### src/rtl/per_clk_gen.sv
// -----------------------------------------------------------------------------
// per_clk_gen
// Peripheral clock generator. Divides the system clock by a programmable
// ratio N (>= 2) and produces a registered divided clock together with
// single-cycle rise/fall strobes and a running count of peripheral periods.
// Everything lives in the system clock domain.
//
// Ports
//   clock      in   1   system clock, all registers update on its rising edge
//   reset      in   1   synchronous, active-low reset
//   div_wr     in   1   one-cycle request to load a new ratio
//   div_val    in  32   new ratio, sampled when div_wr=1 (values < 2 become 2)
//   clock_per  out  1   divided clock: N-floor(N/2) low cycles, floor(N/2) high
//   per_rise   out  1   strobe in the first high cycle of each period
//   per_fall   out  1   strobe in the first low cycle of each period
//                       (not in the first period after reset)
//   per_count  out 32   number of clock_per rising edges since reset (wraps)
//   div_cur    out 32   ratio currently in effect
//
// Parameter
//   clock_rate          ratio loaded at reset (clamped to at least 2)
// -----------------------------------------------------------------------------
module per_clk_gen #(
    parameter int unsigned clock_rate = 2
) (
    input  logic        clock,
    input  logic        reset,
    input  logic        div_wr,
    input  logic [31:0] div_val,
    output logic        clock_per,
    output logic        per_rise,
    output logic        per_fall,
    output logic [31:0] per_count,
    output logic [31:0] div_cur
);

    // Reset ratio, protected against a mis-set parameter below 2.
    localparam logic [31:0] RESET_DIV = (clock_rate < 2) ? 32'd2 : 32'(clock_rate);

    // Number of low cycles in a period of ratio n.
    function automatic logic [31:0] low_len(input logic [31:0] n);
        return n - (n >> 1);
    endfunction

    // Any requested ratio below 2 is promoted to 2 so the output always toggles.
    function automatic logic [31:0] clamp_div(input logic [31:0] n);
        logic [31:0] r;
        if (n < 32'd2) begin
            r = 32'd2;
        end else begin
            r = n;
        end
        return r;
    endfunction

    // cnt_q holds the phase that will be presented on clock_per after the
    // next edge; the outputs therefore lag the counter by one cycle, which
    // makes the first edge after reset present low phase 0.
    logic [31:0] cnt_q,       cnt_d;
    logic [31:0] div_q,       div_d;
    logic [31:0] pend_div_q,  pend_div_d;
    logic        pend_valid_q, pend_valid_d;
    logic        clock_per_q, clock_per_d;
    logic        per_rise_q,  per_rise_d;
    logic        per_fall_q,  per_fall_d;
    logic [31:0] per_count_q, per_count_d;

    logic [31:0] low_s;
    logic        last_s;

    // Next-state logic: phase counter, ratio hand-over and output decode.
    always_comb begin
        low_s        = low_len(div_q);
        last_s       = (cnt_q == (div_q - 32'd1));

        cnt_d        = cnt_q + 32'd1;
        div_d        = div_q;
        pend_div_d   = pend_div_q;
        pend_valid_d = pend_valid_q;

        if (last_s) begin
            cnt_d = 32'd0;
        end else begin
            cnt_d = cnt_q + 32'd1;
        end

        // A pending ratio only takes over at the period boundary, so the
        // period in progress always finishes with the old phases.
        if (last_s && pend_valid_q) begin
            div_d = pend_div_q;
        end else begin
            div_d = div_q;
        end

        // A write in the wrap cycle lands in the pending slot after the
        // hand-over above has consumed the previous one, so it waits for the
        // following boundary.
        if (div_wr) begin
            pend_div_d   = clamp_div(div_val);
            pend_valid_d = 1'b1;
        end else if (last_s && pend_valid_q) begin
            pend_div_d   = pend_div_q;
            pend_valid_d = 1'b0;
        end else begin
            pend_div_d   = pend_div_q;
            pend_valid_d = pend_valid_q;
        end

        clock_per_d = (cnt_q >= low_s);
        per_rise_d  = (cnt_q == low_s);
        // Phase 0 following a high cycle; right after reset clock_per_q is 0,
        // which suppresses the strobe in the first period.
        per_fall_d  = (cnt_q == 32'd0) && clock_per_q;

        if (per_rise_d) begin
            per_count_d = per_count_q + 32'd1;
        end else begin
            per_count_d = per_count_q;
        end
    end

    // State and output registers with synchronous active-low reset.
    always_ff @(posedge clock) begin
        if (!reset) begin
            cnt_q        <= 32'd0;
            div_q        <= RESET_DIV;
            pend_div_q   <= RESET_DIV;
            pend_valid_q <= 1'b0;
            clock_per_q  <= 1'b0;
            per_rise_q   <= 1'b0;
            per_fall_q   <= 1'b0;
            per_count_q  <= 32'd0;
        end else begin
            cnt_q        <= cnt_d;
            div_q        <= div_d;
            pend_div_q   <= pend_div_d;
            pend_valid_q <= pend_valid_d;
            clock_per_q  <= clock_per_d;
            per_rise_q   <= per_rise_d;
            per_fall_q   <= per_fall_d;
            per_count_q  <= per_count_d;
        end
    end

    assign clock_per = clock_per_q;
    assign per_rise  = per_rise_q;
    assign per_fall  = per_fall_q;
    assign per_count = per_count_q;
    assign div_cur   = div_q;

endmodule

### config.mk
export PLATFORM = sky130hd
export DESIGN_NAME = per_clk_gen
export DESIGN_NICKNAME = d
export VERILOG_FILES = /design/src/rtl/per_clk_gen.sv
export SDC_FILE = /design/constraint.sdc
export NUM_CORES = 1
export LEC_CHECK = 0
export BUFFER_PORTS_ARGS = -buffer_cell sky130_fd_sc_hd__buf_2
export CAP_MARGIN = 20
export CORE_MARGIN = 5
export CORE_UTILIZATION = 55
export CTS_BUF_LIST = sky130_fd_sc_hd__clkbuf_8
export CTS_CLUSTER_SIZE = 40
export DETAILED_ROUTE_END_ITERATION = 8
export MAX_ROUTING_LAYER = met4
export PLACE_DENSITY = 0.76
export SYNTH_ARGS = -nofsm -noshare
export SYNTH_HDL_FRONTEND = slang
export SYNTH_SLANG_ARGS = --single-unit
### constraint.sdc
create_clock -name clock -period 6 [get_ports clock]
set_input_delay 1.8 -clock clock [delete_from_list [all_inputs] [get_ports clock]]
set_output_delay 1.8 -clock clock [all_outputs]
set_load 0.1 [all_outputs]
### Word level (Yosys, flattened, before mapping)

Index checks and enable logic that the tools add are counted.
Widths: inputs -> output; s select.

| word-level totals | value |
|---|---|
| bits in registers | 132 |
| latch bits | 0 |
| RAM bits | 0 |
| ROM bits | 0 |
| word-level logic and storage cells | 25 |
| memories kept | 0 |

| cells by class | value |
|---|---|
| $add $sub $neg | 4 |
| multiply operators | 0 |
| divide/modulo/power cells | 0 |
| magnitude comparators | 2 |
| equality and inequality tests | 2 |
| shift operators | 0 |
| mux-type cells | 3 |
| bitwise gates (word level) | 1 |
| reduce and logical (&&, ||, !) cells | 5 |

Operators by type and width:

| cell | count |
|---|---|
| $add 32x1->32 const B | 2 |
| $eq 32x32->1 | 2 |
| $ge 32x32->1 | 1 |
| $logic_not 32->1 | 1 |
| $lt 32x2->1 const B | 1 |
| $mux 32 | 1 |
| $sub 32x1->32 const B | 1 |
| $sub 32x31->32 | 1 |
| $logic_and 1x1->1 | 2 |
| $mux 1 | 2 |
| $reduce_bool 2->1 | 1 |
| $reduce_or 2->1 | 1 |
| $not 1->1 | 1 |

### Depth between registers and ports, before layout

Gate-level depths: netlist of the first run.

| logic depth | value |
|---|---|
| depth after elaboration | 5 |
| mapped depth | 20 |
| mapped depth without buffers | 20 |

### Worst setup path before layout of the first run

OpenSTA, ideal clock, no wires.

| timing | value |
|---|---|
| kind | reg2reg |
| start point | register div_q[2] (netlist: div_cur[2]) |
| end point | register per_count_q[30] (netlist: per_count[30]) |
| setup time | 0.070 ns |
| arrival time | 5.684 ns |
| required time | 5.930 ns |
| setup slack | 0.246 ns |
| stages on the path, launching flop included | 19 |
| path through | dfxtp_1 inv_1 ha_1 nor3_1 o31ai_1 a2111oi_0 a2111oi_0 o211ai_1 a311oi_1 or4b_2 o311ai_0 ha_1 nand4_1 nor4_1 and3_1 nand4_1 or3_1 or3_1 a21oi_1 |

| on the way | value |
|---|---|
| longest elaborated chain between the ends | 2 |

RTL lines:

| element | line | RTL |
|---|---|---|
| start, declared | 60 | `logic [31:0] div_q, div_d;` |
| start signal, assigned | 135 | `div_q <= div_d;` |
| $sub 32x31->32 | 42 | `return n - (n >> 1);` |
| $eq 32x32->1 | 110 | `per_rise_d = (cnt_q == low_s);` |
| end signal, assigned | 141 | `per_count_q <= per_count_d;` |
| end, declared | 66 | `logic [31:0] per_count_q, per_count_d;` |

No other way between the ends.
A chain may end at the register's enable or synchronous reset.

### Worst setup path in the final report of the first run

Same ends and word-level chain as after synthesis.

==> results of run 1 <==
cell families after synthesis:
| kind of cell | Yosys count | synth area share [%] |
|---|---|---|
| compound gates | 147 | 10.10 |
| xor+xnor | 124 | 12.36 |
| fa+ha+maj | 98 | 13.53 |
| buf+inv | 106 | 4.776 |
| flops | 132 | 28.98 |
| mux | 65 | 7.150 |
| simple gates | 426 | 23.10 |
worst min-delay path: stages, from the launching register on:
cell and delay (ns):
dfxtp_1 0.32, nand2_1 0.05, mux2i_1 0.05
worst paths after layout:
check,slack (ns),end
setup reg to reg,0.41,per_count[30]
setup / recovery,0.41,per_count[30]
hold / removal,0.45,div_cur[11]
hold reg to reg,0.45,div_cur[11]
synthesized netlist by cell type (16+ instances only):
cell type and n:
inv_1 69, dfxtp_1 132, nor4_1 19, nor2_1 125, nand2_1 108, nand4_1 27, o21ai_0 29, a21oi_1 50
xnor2_1 72, nor3_1 22, nand3_1 34, xor2_1 49, or3_1 16, mux2i_1 64, clkbuf_1 29, and3_1 20
ha_1 97
through the flow:
step	hold slack (ns)	cell area, sq um
floorplan	0.4374	9117
global placement	0.4456	9789
detailed placement	0.4519	9789
CTS	0.4526	10210
global route	0.4882	10270
finish	0.4538	10270
registers in the layout, indices dropped and copies added, names as in the netlist:
register / count
clock_per: 1
cnt_q: 32
div_cur: 32
pend_div_q: 32
pend_valid_q: 1
per_count: 32
per_fall: 1
per_rise: 1
timing repair:
item	4_1_cts	5_1_grt
setup endpoints to repair	0	21
resized for setup	0	4
hold buffers	0	0
power breakdown:
group / internal (mW) / switching (mW)
Combinational: 0.749 / 1.04
Clock: 0.424 / 0.411
Sequential: 0.909 / 0.0403
Total: 2.08 / 1.49
metal layers:
layer  vias to the layer above  track usage, %  wire (um)
li1                       4010               -          -
met1                      3755           34.65      11450
met2                       271           38.49      10650
met3                        47           4.000       1574
met4                         0           8.187        601
met5                         -               -          0
area by class of cell:
cell class                      instances  area (sq um)
Timing Repair Buffer                  112         613.1
Sequential cell                       132          2643
Fill cell                            1419          6136
Tap cell                              220         275.3
Clock inverter                         14         188.9
Multi-Input combinational cell        860          6058
Inverter                               69         259.0
Clock buffer                           17         234.0
==> summary.txt, run 1 <==
Run status
  • Status: finished, final reports clean

Timing
  • Final Setup Violations: 0
  • Min setup slack post-route: 0.4129 ns
  • RSZ-0062 raised after global routing: false
  • Fmax: 179.0 MHz
  • Fin crit share: 93.12%
  • Worst Skew: 0.01405 ns
  • Final max-slew violation count: 0
  • Final Hold Viols: 0
  • Slew Limit Headroom: 35.08%
  • Slew @ Worst Pin: 0.9738 ns
  • Fin Setup TNS: 0 ns
  • Min Tclk post-route: 5.587 ns

Critical path
  • WP depth: 20
  • CP Launch Type: flop
  • Worst Path Arrival: 5.97 ns
  • Critical Path RT: 6.38 ns
  • RR Startpoint: div_cur[2]
  • Worst r2r path cells: 20
  • Crit end category: flop
  • Worst stage delay on the critical path: 0.61 ns
  • Buf+Inv Stages, Crit Path: 3
  • Critical path fanouts, max: 6
  • CP Cell Sequence: inv_1 > ha_1 > nor3_1 > o31ai_1 > a2111oi_0 > dlymetal6s2s_1 > a2111oi_2 > buf_4 > o211ai_1 > a311oi_2 > or4b_2 > o311ai_0 > ha_1 > nand4_1 > nor4_2 > and3_1 > nand4_1 > or3_1 > or3_1 > a21oi_1
  • Slowest-stage cell, CP: or4b_2
  • Critical Path Start: div_cur[2]
  • WS Path Type: reg2reg
  • Crit-path leading delay family: simple AND/OR/NAND/NOR gates

Floorplan
  • Starting density of the core: 55.57%
  • Die Ht: 138.8 um
  • Core area: 16410 sq um
  • Die Wd: 138.8 um
  • Die ar.: 19250 sq um
  • Row cnt: 47
  • Ports: 102

Clock tree
  • Clk sink count: 132
  • CTS tree: done
  • CTS clk-pin slew, worst paths: 0.09 ns
  • Root Driver: clkbuf_8
  • Clk Latency, worst-skew pair: 0.45 ns
  • CTS Buffer Depth: 2
  • H-Tree Level Count: 4
  • TritonCTS Buffers: 17
  • Post-CTS setup buffer count: 0

Cells and area
  • Share of layout cells above drive strength 1: 13.12%
  • Leading cell type in the layout, fill and taps excluded: dfxtp_1
  • Antenna Cells: 0
  • Area delta synth->final: 12.65%
  • Post-Layout Cell Count: 1424
  • Layout Nets: 1325
  • Fin util: 62.60%
  • Most frequent cells in the layout: dfxtp_1, nor2_1, nand2_1

Route
  • # DRC: 0
  • Routed vias/inst: 5.676
  • Routed WL per cell: 17.04 um
  • Routed WL: 24270 um
  • Total number of vias: 8083
  • Pre-Repair DR Iteration Count: 5
  • DR iter-0 viols: 516
  • Remaining antenna violation count: 0

Placed design
  • Cells after DPL: 1391
  • GPL Wtd Cong: 1.064
  • HPWL after detailed placement: 18610 um
  • Pre-CTS WS: 0.2228 ns
  • Port Buffers: 101

Worst hold path
  • Hold crit path type: reg2reg
  • Hold Path Cell Cnt: 2
  • Min-delay src: pend_div_q[11]

Synth
  • Cell taking the most area after synthesis: dfxtp_1
  • Sequential area share after synthesis: 28.98%
  • Avg Cell Area, Syn: 8.304 sq um
  • Number of synthesized flops with an enable pin: 0
  • Synth area leaders: dfxtp_1, ha_1, mux2i_1, xnor2_1, nor2_1
  • Post-synthesis cell type count: 60
  • Share of the synthesized area in the top cell type: 28.98%
  • Netlist Area Pre-Place: 9117 sq um
  • Post-Synthesis Net Count: 1231
  • Dominant synthesized flop cell: dfxtp_1
  • Synth Instances: 1098
  • Ys async rst share: 0%
  • Yosys warns: 0
  • Register bit total from synthesis: 132

GRT
  • Total grt overflow: 0
  • Overall routing resource usage: 25.31%
  • Vias in the first global route: 7608
  • First-pass GRT wire length: 39050 um
  • Largest net degree at the start of global routing: 69
  • Initial antenna violation count: 0

Pwr
  • VDD IR max: 0.2015 mV
  • Total Power: 3.575 mW
  • P_leak: 4.426 nW
  • Power per cell area: 348.1 nW/um^2

Run
  • Max-cap check violation count: 0
Note: power is estimated with default switching activity, not from simulation.
==> run 2: changes to the inputs <==
--- a/config.mk
+++ b/config.mk
@@ -5,6 +5,7 @@
 export SDC_FILE = /design/constraint.sdc
 export NUM_CORES = 1
 export LEC_CHECK = 0
+export ABC_CLOCK_PERIOD_IN_PS = 6000
 export BUFFER_PORTS_ARGS = -buffer_cell sky130_fd_sc_hd__buf_2
 export CAP_MARGIN = 20
 export CORE_MARGIN = 5
@@ -12,8 +13,10 @@
 export CTS_BUF_LIST = sky130_fd_sc_hd__clkbuf_8
 export CTS_CLUSTER_SIZE = 40
 export DETAILED_ROUTE_END_ITERATION = 8
+export GPL_TIMING_DRIVEN = 0
 export MAX_ROUTING_LAYER = met4
 export PLACE_DENSITY = 0.76
+export SKIP_CTS_REPAIR_TIMING = 1
 export SYNTH_ARGS = -nofsm -noshare
 export SYNTH_HDL_FRONTEND = slang
 export SYNTH_SLANG_ARGS = --single-unit
==> run 2 against run 1 <==
Sequential power rose by 0.5%. Die area unchanged. Final area is 0.99% higher. Hold slack improved by 0.00067 ns. Critical path depth fell by 1. First-iteration DRC count is 26% lower. Clock skew decreased by 0.0012 ns. Largest cell class unchanged. Largest power group unchanged.
==> summary.txt, run 2 (same netlist as run 1, synthesis figures left out) <==
Run status
  • Status: finished, final reports clean (unchanged)

Floorplan
  • Die ar.: 19250 sq um (unchanged)
  • Ports: 102 (unchanged)
  • Starting density of the core: 55.57% (unchanged)
  • Die Ht: 138.8 um (unchanged)
  • Row cnt: 47 (unchanged)
  • Die Wd: 138.8 um (unchanged)
  • Core area: 16410 sq um (unchanged)

Pwr
  • Power per cell area: 345.0 nW/um^2 (was 348.1 nW/um^2)
  • P_leak: 4.432 nW (was 4.426 nW)
  • Clock share of power: 21.0% (was 23.4%)
  • Switching share of total power: 41.93% (was 41.77%)
  • VDD IR max: 0.2328 mV (was 0.2015 mV)
  • Power Internal: 2.078 mW (was 2.082 mW)
  • P_sw: 1.500 mW (was 1.493 mW)
  • Gate power share: 52.3% (was 50.1%)
  • Total Power: 3.578 mW (was 3.575 mW)
  • Reg power frac: 26.7% (was 26.6%)

GRT
  • Initial antenna violation count: 0 (unchanged)
  • Largest net degree at the start of global routing: 17 (was 69)
  • Overall routing resource usage: 24.64% (was 25.31%)
  • First-pass GRT wire length: 38210 um (was 39050 um)
  • Vias in the first global route: 7739 (was 7608)
  • Total grt overflow: 0 (unchanged)

Route
  • Routed WL per cell: 16.50 um (was 17.04 um)
  • Pre-Repair DR Iteration Count: 5 (unchanged)
  • Remaining antenna violation count: 0 (unchanged)
  • Routed vias/inst: 5.602 (was 5.676)
  • DR iter-0 viols: 382 (was 516)
  • Total number of vias: 8106 (was 8083)
  • Routed WL: 23870 um (was 24270 um)
  • # DRC: 0 (unchanged)

Worst hold path
  • Hold crit path type: reg2reg (unchanged)
  • Min-delay src: pend_div_q[2] (was pend_div_q[11])

Timing
  • Fmax: 173.2 MHz (was 179.0 MHz)
  • Slew @ Worst Pin: 0.8696 ns (was 0.9738 ns)
  • Worst Skew: 0.01286 ns (was 0.01405 ns)
  • Slew Limit Headroom: 40.53% (was 35.08%)
  • Final Hold Viols: 0 (unchanged)
  • RSZ-0062 raised after global routing: false (unchanged)
  • Fin crit share: 96.22% (was 93.12%)
  • Min setup slack post-route: 0.2268 ns (was 0.4129 ns)
  • Min Tclk post-route: 5.773 ns (was 5.587 ns)
  • Final max-slew violation count: 0 (unchanged)
  • Final Setup Violations: 0 (unchanged)

Clock tree
  • CTS clk-pin slew, worst paths: 0.08 ns (was 0.09 ns)
  • TritonCTS Buffers: 17 (unchanged)
  • CTS Buffer Depth: 2 (unchanged)
  • Clk sink count: 132 (unchanged)
  • Root Driver: clkbuf_8 (unchanged)
  • H-Tree Level Count: 4 (unchanged)
  • Clk Latency, worst-skew pair: 0.43 ns (was 0.45 ns)
  • CTS tree: done (unchanged)

Cells and area
  • Layout Nets: 1349 (was 1325)
  • Antenna Cells: 0 (unchanged)
  • Most frequent cells in the layout: dfxtp_1, nor2_1, nand2_1 (unchanged)
  • Post-Layout Cell Count: 1447 (was 1424)
  • Area delta synth->final: 13.76% (was 12.65%)
  • Register area: 2644 sq um (was 2643 sq um)
  • Share of layout cells above drive strength 1: 12.71% (was 13.12%)
  • Multi-input gate area: 6116 sq um (was 6058 sq um)
  • Leading cell type in the layout, fill and taps excluded: dfxtp_1 (unchanged)
  • # fillers: 1406 (was 1419)

Run
  • Max-cap check violation count: 0 (unchanged)

Critical path
  • Crit end category: flop (unchanged)
  • CP Launch Type: flop (unchanged)
  • Critical path fanouts, max: 6 (unchanged)
  • RR Startpoint: div_cur[3] (was div_cur[2])
  • Worst Path Arrival: 6.13 ns (was 5.97 ns)
  • Critical Path RT: 6.36 ns (was 6.38 ns)
  • Critical Path Start: div_cur[3] (was div_cur[2])
  • WS Path Type: reg2reg (unchanged)

Placed design
  • Port Buffers: 99 (was 101)
  • Cells after DPL: 1417 (was 1391)
  • Pre-CTS WS: -0.9755 ns (was 0.2228 ns)
  • HPWL after detailed placement: 18950 um (was 18610 um)
  • GPL Wtd Cong: 0.9432 (was 1.064)
run 2: changes by cell type in the layout (fill, tap and decap cells not counted), moves of 3 or more:
cell	change
buf_8	+3
inv_6	-6
clkbuf_1	+27
buf_4	-9
clkinvlp_4	+3
run 2: final cells by class:
type                            count  share of cell area (%)
Timing Repair Buffer              100                   4.897
Inverter                           69                   2.497
Clock buffer                       17                   2.256
Buffer                             36                   1.677
Clock inverter                     13                   1.568
Sequential cell                   132                   25.49
Multi-Input combinational cell    860                   58.96
Tap cell                          220                   2.654
run 2: worst max-delay path, cell delays in order, from the launching register on:
cell	delay, ns
dfxtp_1	0.44
inv_1	0.12
ha_1	0.37
nor3_1	0.10
o31ai_2	0.32
a2111oi_0	0.16
dlymetal6s2s_1	0.24
a2111oi_4	0.39
o211ai_1	0.27
a311oi_2	0.44
or4b_2	0.61
o311ai_0	0.15
ha_1	0.21
nand4_1	0.19
nor4_4	0.29
and3_2	0.32
nand4_1	0.21
or3_4	0.42
or3_1	0.32
a21oi_1	0.15
run 2: metal layers:
metal / global-route usage, % / routed length (um) / share of wire [%] / vias to the layer above
met5: - / 0 / 0 / -
met4: 7.827 / 561 / 2.4 / 0
met3: 4.138 / 1259 / 5.3 / 41
met2: 40.85 / 11170 / 47 / 236
met1: 30.83 / 10880 / 46 / 3770
li1: - / - / - / 4059
run 2: path summary, 6_finish.rpt:
path | slack (ns) | cells after the start | endpoint
min reg2reg | 0.45 | 2 | div_cur[2]
max | 0.23 | 19 | per_count[30]
min | 0.45 | 2 | div_cur[2]
max reg2reg | 0.23 | 19 | per_count[30]
run 2: power by group through the flow:
stage	clock, mW	sequential, mW	combinational [mW]
floorplan	0	1.04	1.24
global placement	0	0.972	1.70
detailed placement	0	0.973	1.72
CTS	0.762	0.953	1.74
global route	0.805	0.957	2.04
finish	0.752	0.954	1.87
run 2: stage by stage:
step | utilization, % | hold slack (ns) | area [sq um] | TNS [ns]
2_1_floorplan | - | 0.4374 | 9117 | 0
3_3_place_gp | 60.27 | 0.4476 | 9888 | -23.00
3_5_place_dp | 60.27 | 0.4492 | 9888 | -24.41
4_1_cts | 62.69 | 0.4637 | 10280 | -26.87
5_1_grt | 63.22 | 0.4845 | 10370 | 0
6_report | 63.22 | 0.4544 | 10370 | 0
==> run 3: changes to the inputs <==
--- a/config.mk
+++ b/config.mk
@@ -16,6 +16,7 @@
 export GPL_TIMING_DRIVEN = 0
 export MAX_ROUTING_LAYER = met4
 export PLACE_DENSITY = 0.76
+export REMOVE_ABC_BUFFERS = 1
 export SKIP_CTS_REPAIR_TIMING = 1
 export SYNTH_ARGS = -nofsm -noshare
 export SYNTH_HDL_FRONTEND = slang
==> run 3 against run 2 <==
Die area did not move. Global-route usage fell by 0.80 points. Sequential cell count did not move. Clock skew barely moved. Setup slack improved by 0.047 ns. Hold slack barely moved. Largest cell class unchanged.
==> summary.txt, run 3 (same netlist as run 1, synthesis figures left out) <==
Run
  • Max-cap check violation count: 0 (unchanged)

Critical path
  • Critical path fanouts, max: 11 (was 6)
  • RR Endpoint: per_count[28] (was per_count[30])
  • Critical Path Start: div_cur[3] (unchanged)
  • Crit-path leading delay family: compound AO/OA/AOI/OAI gates (was simple AND/OR/NAND/NOR gates)
  • Slowest-stage cell, CP: a2111oi_2 (was or4b_2)
  • Critical Path Sink: per_count[28] (was per_count[30])
  • R2R setup slack: 0.27 ns (was 0.23 ns)
  • Worst stage delay on the critical path: 0.64 ns (was 0.61 ns)
  • Critical Path RT: 6.39 ns (was 6.36 ns)
  • RR Startpoint: div_cur[3] (unchanged)
  • WP depth: 19 (unchanged)
  • Worst Path Arrival: 6.12 ns (was 6.13 ns)
  • CP Launch Type: flop (unchanged)
  • Worst r2r path cells: 19 (unchanged)
  • WS Path Type: reg2reg (unchanged)
  • CP Cell Sequence: inv_1 > ha_1 > nor3_1 > o31ai_2 > a2111oi_2 > o41ai_2 > o21bai_1 > a21oi_1 > mux2_2 > a2111oi_1 > ha_1 > nand4_1 > nor4_4 > and3_4 > nand4_1 > buf_4 > or3_1 > or3_1 > a21oi_1 (was inv_1 > ha_1 > nor3_1 > o31ai_2 > a2111oi_0 > dlymetal6s2s_1 > a2111oi_4 > o211ai_1 > a311oi_2 > or4b_2 > o311ai_0 > ha_1 > nand4_1 > nor4_4 > and3_2 > nand4_1 > or3_4 > or3_1 > a21oi_1)
  • Buf+Inv Stages, Crit Path: 2 (unchanged)
  • Crit end category: flop (unchanged)

Route
  • Met1 WL: 10370 um (was 10880 um)
  • Routed WL per cell: 15.99 um (was 16.50 um)
  • Highest routed layer: met4 (unchanged)
  • Remaining antenna violation count: 0 (unchanged)
  • Routed vias/inst: 5.644 (was 5.602)
  • # DRC: 0 (unchanged)
  • WL met2: 10450 um (was 11170 um)
  • Routed WL: 22780 um (was 23870 um)
  • Pre-Repair DR Iteration Count: 7 (was 5)
  • Total number of vias: 8042 (was 8106)
  • DR iter-0 viols: 474 (was 382)
  • Met3 routed WL: 1445 um (was 1259 um)

Floorplan
  • Starting density of the core: 55.57% (unchanged)
  • Row cnt: 47 (unchanged)
  • Die Ht: 138.8 um (unchanged)
  • Die ar.: 19250 sq um (unchanged)
  • Core area: 16410 sq um (unchanged)
  • Ports: 102 (unchanged)
  • Die Wd: 138.8 um (unchanged)

Clock tree
  • CTS tree: done (unchanged)
  • CTS clk-pin slew, worst paths: 0.09 ns (was 0.08 ns)
  • Root Driver: clkbuf_8 (unchanged)
  • Clk Latency, worst-skew pair: 0.46 ns (was 0.43 ns)
  • H-Tree Level Count: 4 (unchanged)
  • TritonCTS Buffers: 17 (unchanged)
  • CTS Buffer Depth: 2 (unchanged)
  • Clk sink count: 132 (unchanged)

Cells and area
  • Layout Nets: 1325 (was 1349)
  • Area delta synth->final: 13.08% (was 13.76%)
  • Fin util: 62.84% (was 63.22%)
  • Post-Layout Cell Count: 1425 (was 1447)
  • Share of layout cells above drive strength 1: 13.69% (was 12.71%)
  • Leading cell type in the layout, fill and taps excluded: dfxtp_1 (unchanged)
  • Antenna Cells: 0 (unchanged)
  • Most frequent cells in the layout: dfxtp_1, nor2_1, nand2_1 (unchanged)
  • Fin area: 10310 sq um (was 10370 sq um)

Timing
  • Fin Setup TNS: 0 ns (unchanged)
  • Min setup slack post-route: 0.2743 ns (was 0.2268 ns)
  • Slew Limit Headroom: 34.39% (was 40.53%)
  • RSZ-0062 raised after global routing: false (unchanged)
  • Final Setup Violations: 0 (unchanged)
  • Slew @ Worst Pin: 0.9842 ns (was 0.8696 ns)
  • Final Hold Viols: 0 (unchanged)
  • Hold Slack: 0.4549 ns (was 0.4544 ns)
  • Final max-slew violation count: 0 (unchanged)
  • Min Tclk post-route: 5.726 ns (was 5.773 ns)
  • Worst Skew: 0.01256 ns (was 0.01286 ns)
  • Fin crit share: 95.43% (was 96.22%)
  • Fmax: 174.7 MHz (was 173.2 MHz)

Pwr
  • Total Power: 3.530 mW (was 3.578 mW)
  • Power per cell area: 342.3 nW/um^2 (was 345.0 nW/um^2)
  • P_leak: 4.439 nW (was 4.432 nW)
  • VDD IR max: 0.1788 mV (was 0.2328 mV)

Placed design
  • Cells after DPL: 1383 (was 1417)
  • HPWL after detailed placement: 17270 um (was 18950 um)
  • Placement-stage cell area: 9742 sq um (was 9888 sq um)
  • Pre-CTS WS: -1.106 ns (was -0.9755 ns)
  • GPL Wtd Cong: 0.9428 (was 0.9432)
  • Port Buffers: 101 (was 99)

GRT
  • Vias in the first global route: 7608 (was 7739)
  • Total grt overflow: 0 (unchanged)
  • Initial antenna violation count: 0 (unchanged)
  • Overall routing resource usage: 23.84% (was 24.64%)
  • Largest net degree at the start of global routing: 70 (was 17)
  • First-pass GRT wire length: 37090 um (was 38210 um)

Run status
  • Status: finished, final reports clean (unchanged)

Worst hold path
  • Hold crit path type: reg2reg (unchanged)
run 3: worst min-delay path by stage:
stage                        start          end  slack (ns)  cells past startpoint
finish              pend_div_q[13]  div_cur[13]        0.45                      2
detailed placement  pend_div_q[13]  div_cur[13]        0.45                      2
floorplan           pend_div_q[10]  div_cur[10]        0.44                      2
CTS                  pend_div_q[8]   div_cur[8]        0.46                      2
global placement    pend_div_q[10]  div_cur[10]        0.44                      2
global route        pend_div_q[23]  div_cur[23]        0.48                      2
run 3: power by group:
| group | leakage (nW) | switching [mW] | internal (mW) |
|---|---|---|---|
| logic | 3.17 | 1.05 | 0.738 |
| clock network | 0.200 | 0.391 | 0.397 |
| registers | 1.07 | 0.0439 | 0.909 |
run 3: per-layer routing:
| metal | GRT usage [%] | vias to the layer above |
|---|---|---|
| li1 | - | 4020 |
| met1 | 31.60 | 3769 |
| met2 | 36.97 | 216 |
| met3 | 4.414 | 37 |
| met4 | 7.878 | 0 |
| met5 | - | - |
run 3: worst register-to-register path, cell delays in order, from the launching register on:
cell       delay [ns]
dfxtp_1          0.45
inv_1            0.12
ha_1             0.34
nor3_1           0.34
o31ai_2          0.14
a2111oi_2        0.64
o41ai_2          0.21
o21bai_1         0.16
a21oi_1          0.12
mux2_2           0.28
a2111oi_1        0.62
ha_1             0.25
nand4_1          0.15
nor4_4           0.32
and3_4           0.32
nand4_1          0.12
buf_4            0.19
or3_1            0.40
or3_1            0.33
a21oi_1          0.14
run 3: final cells by class:
class | instances | area, sq um
sequential | 132 | 2644
tap | 220 | 275.3
clock buffer | 19 | 261.5
inverter | 69 | 259.0
clock inverter | 13 | 145.1
timing repair buffer | 112 | 633.1
fill | 1433 | 6097
multi-input combinational | 860 | 6092
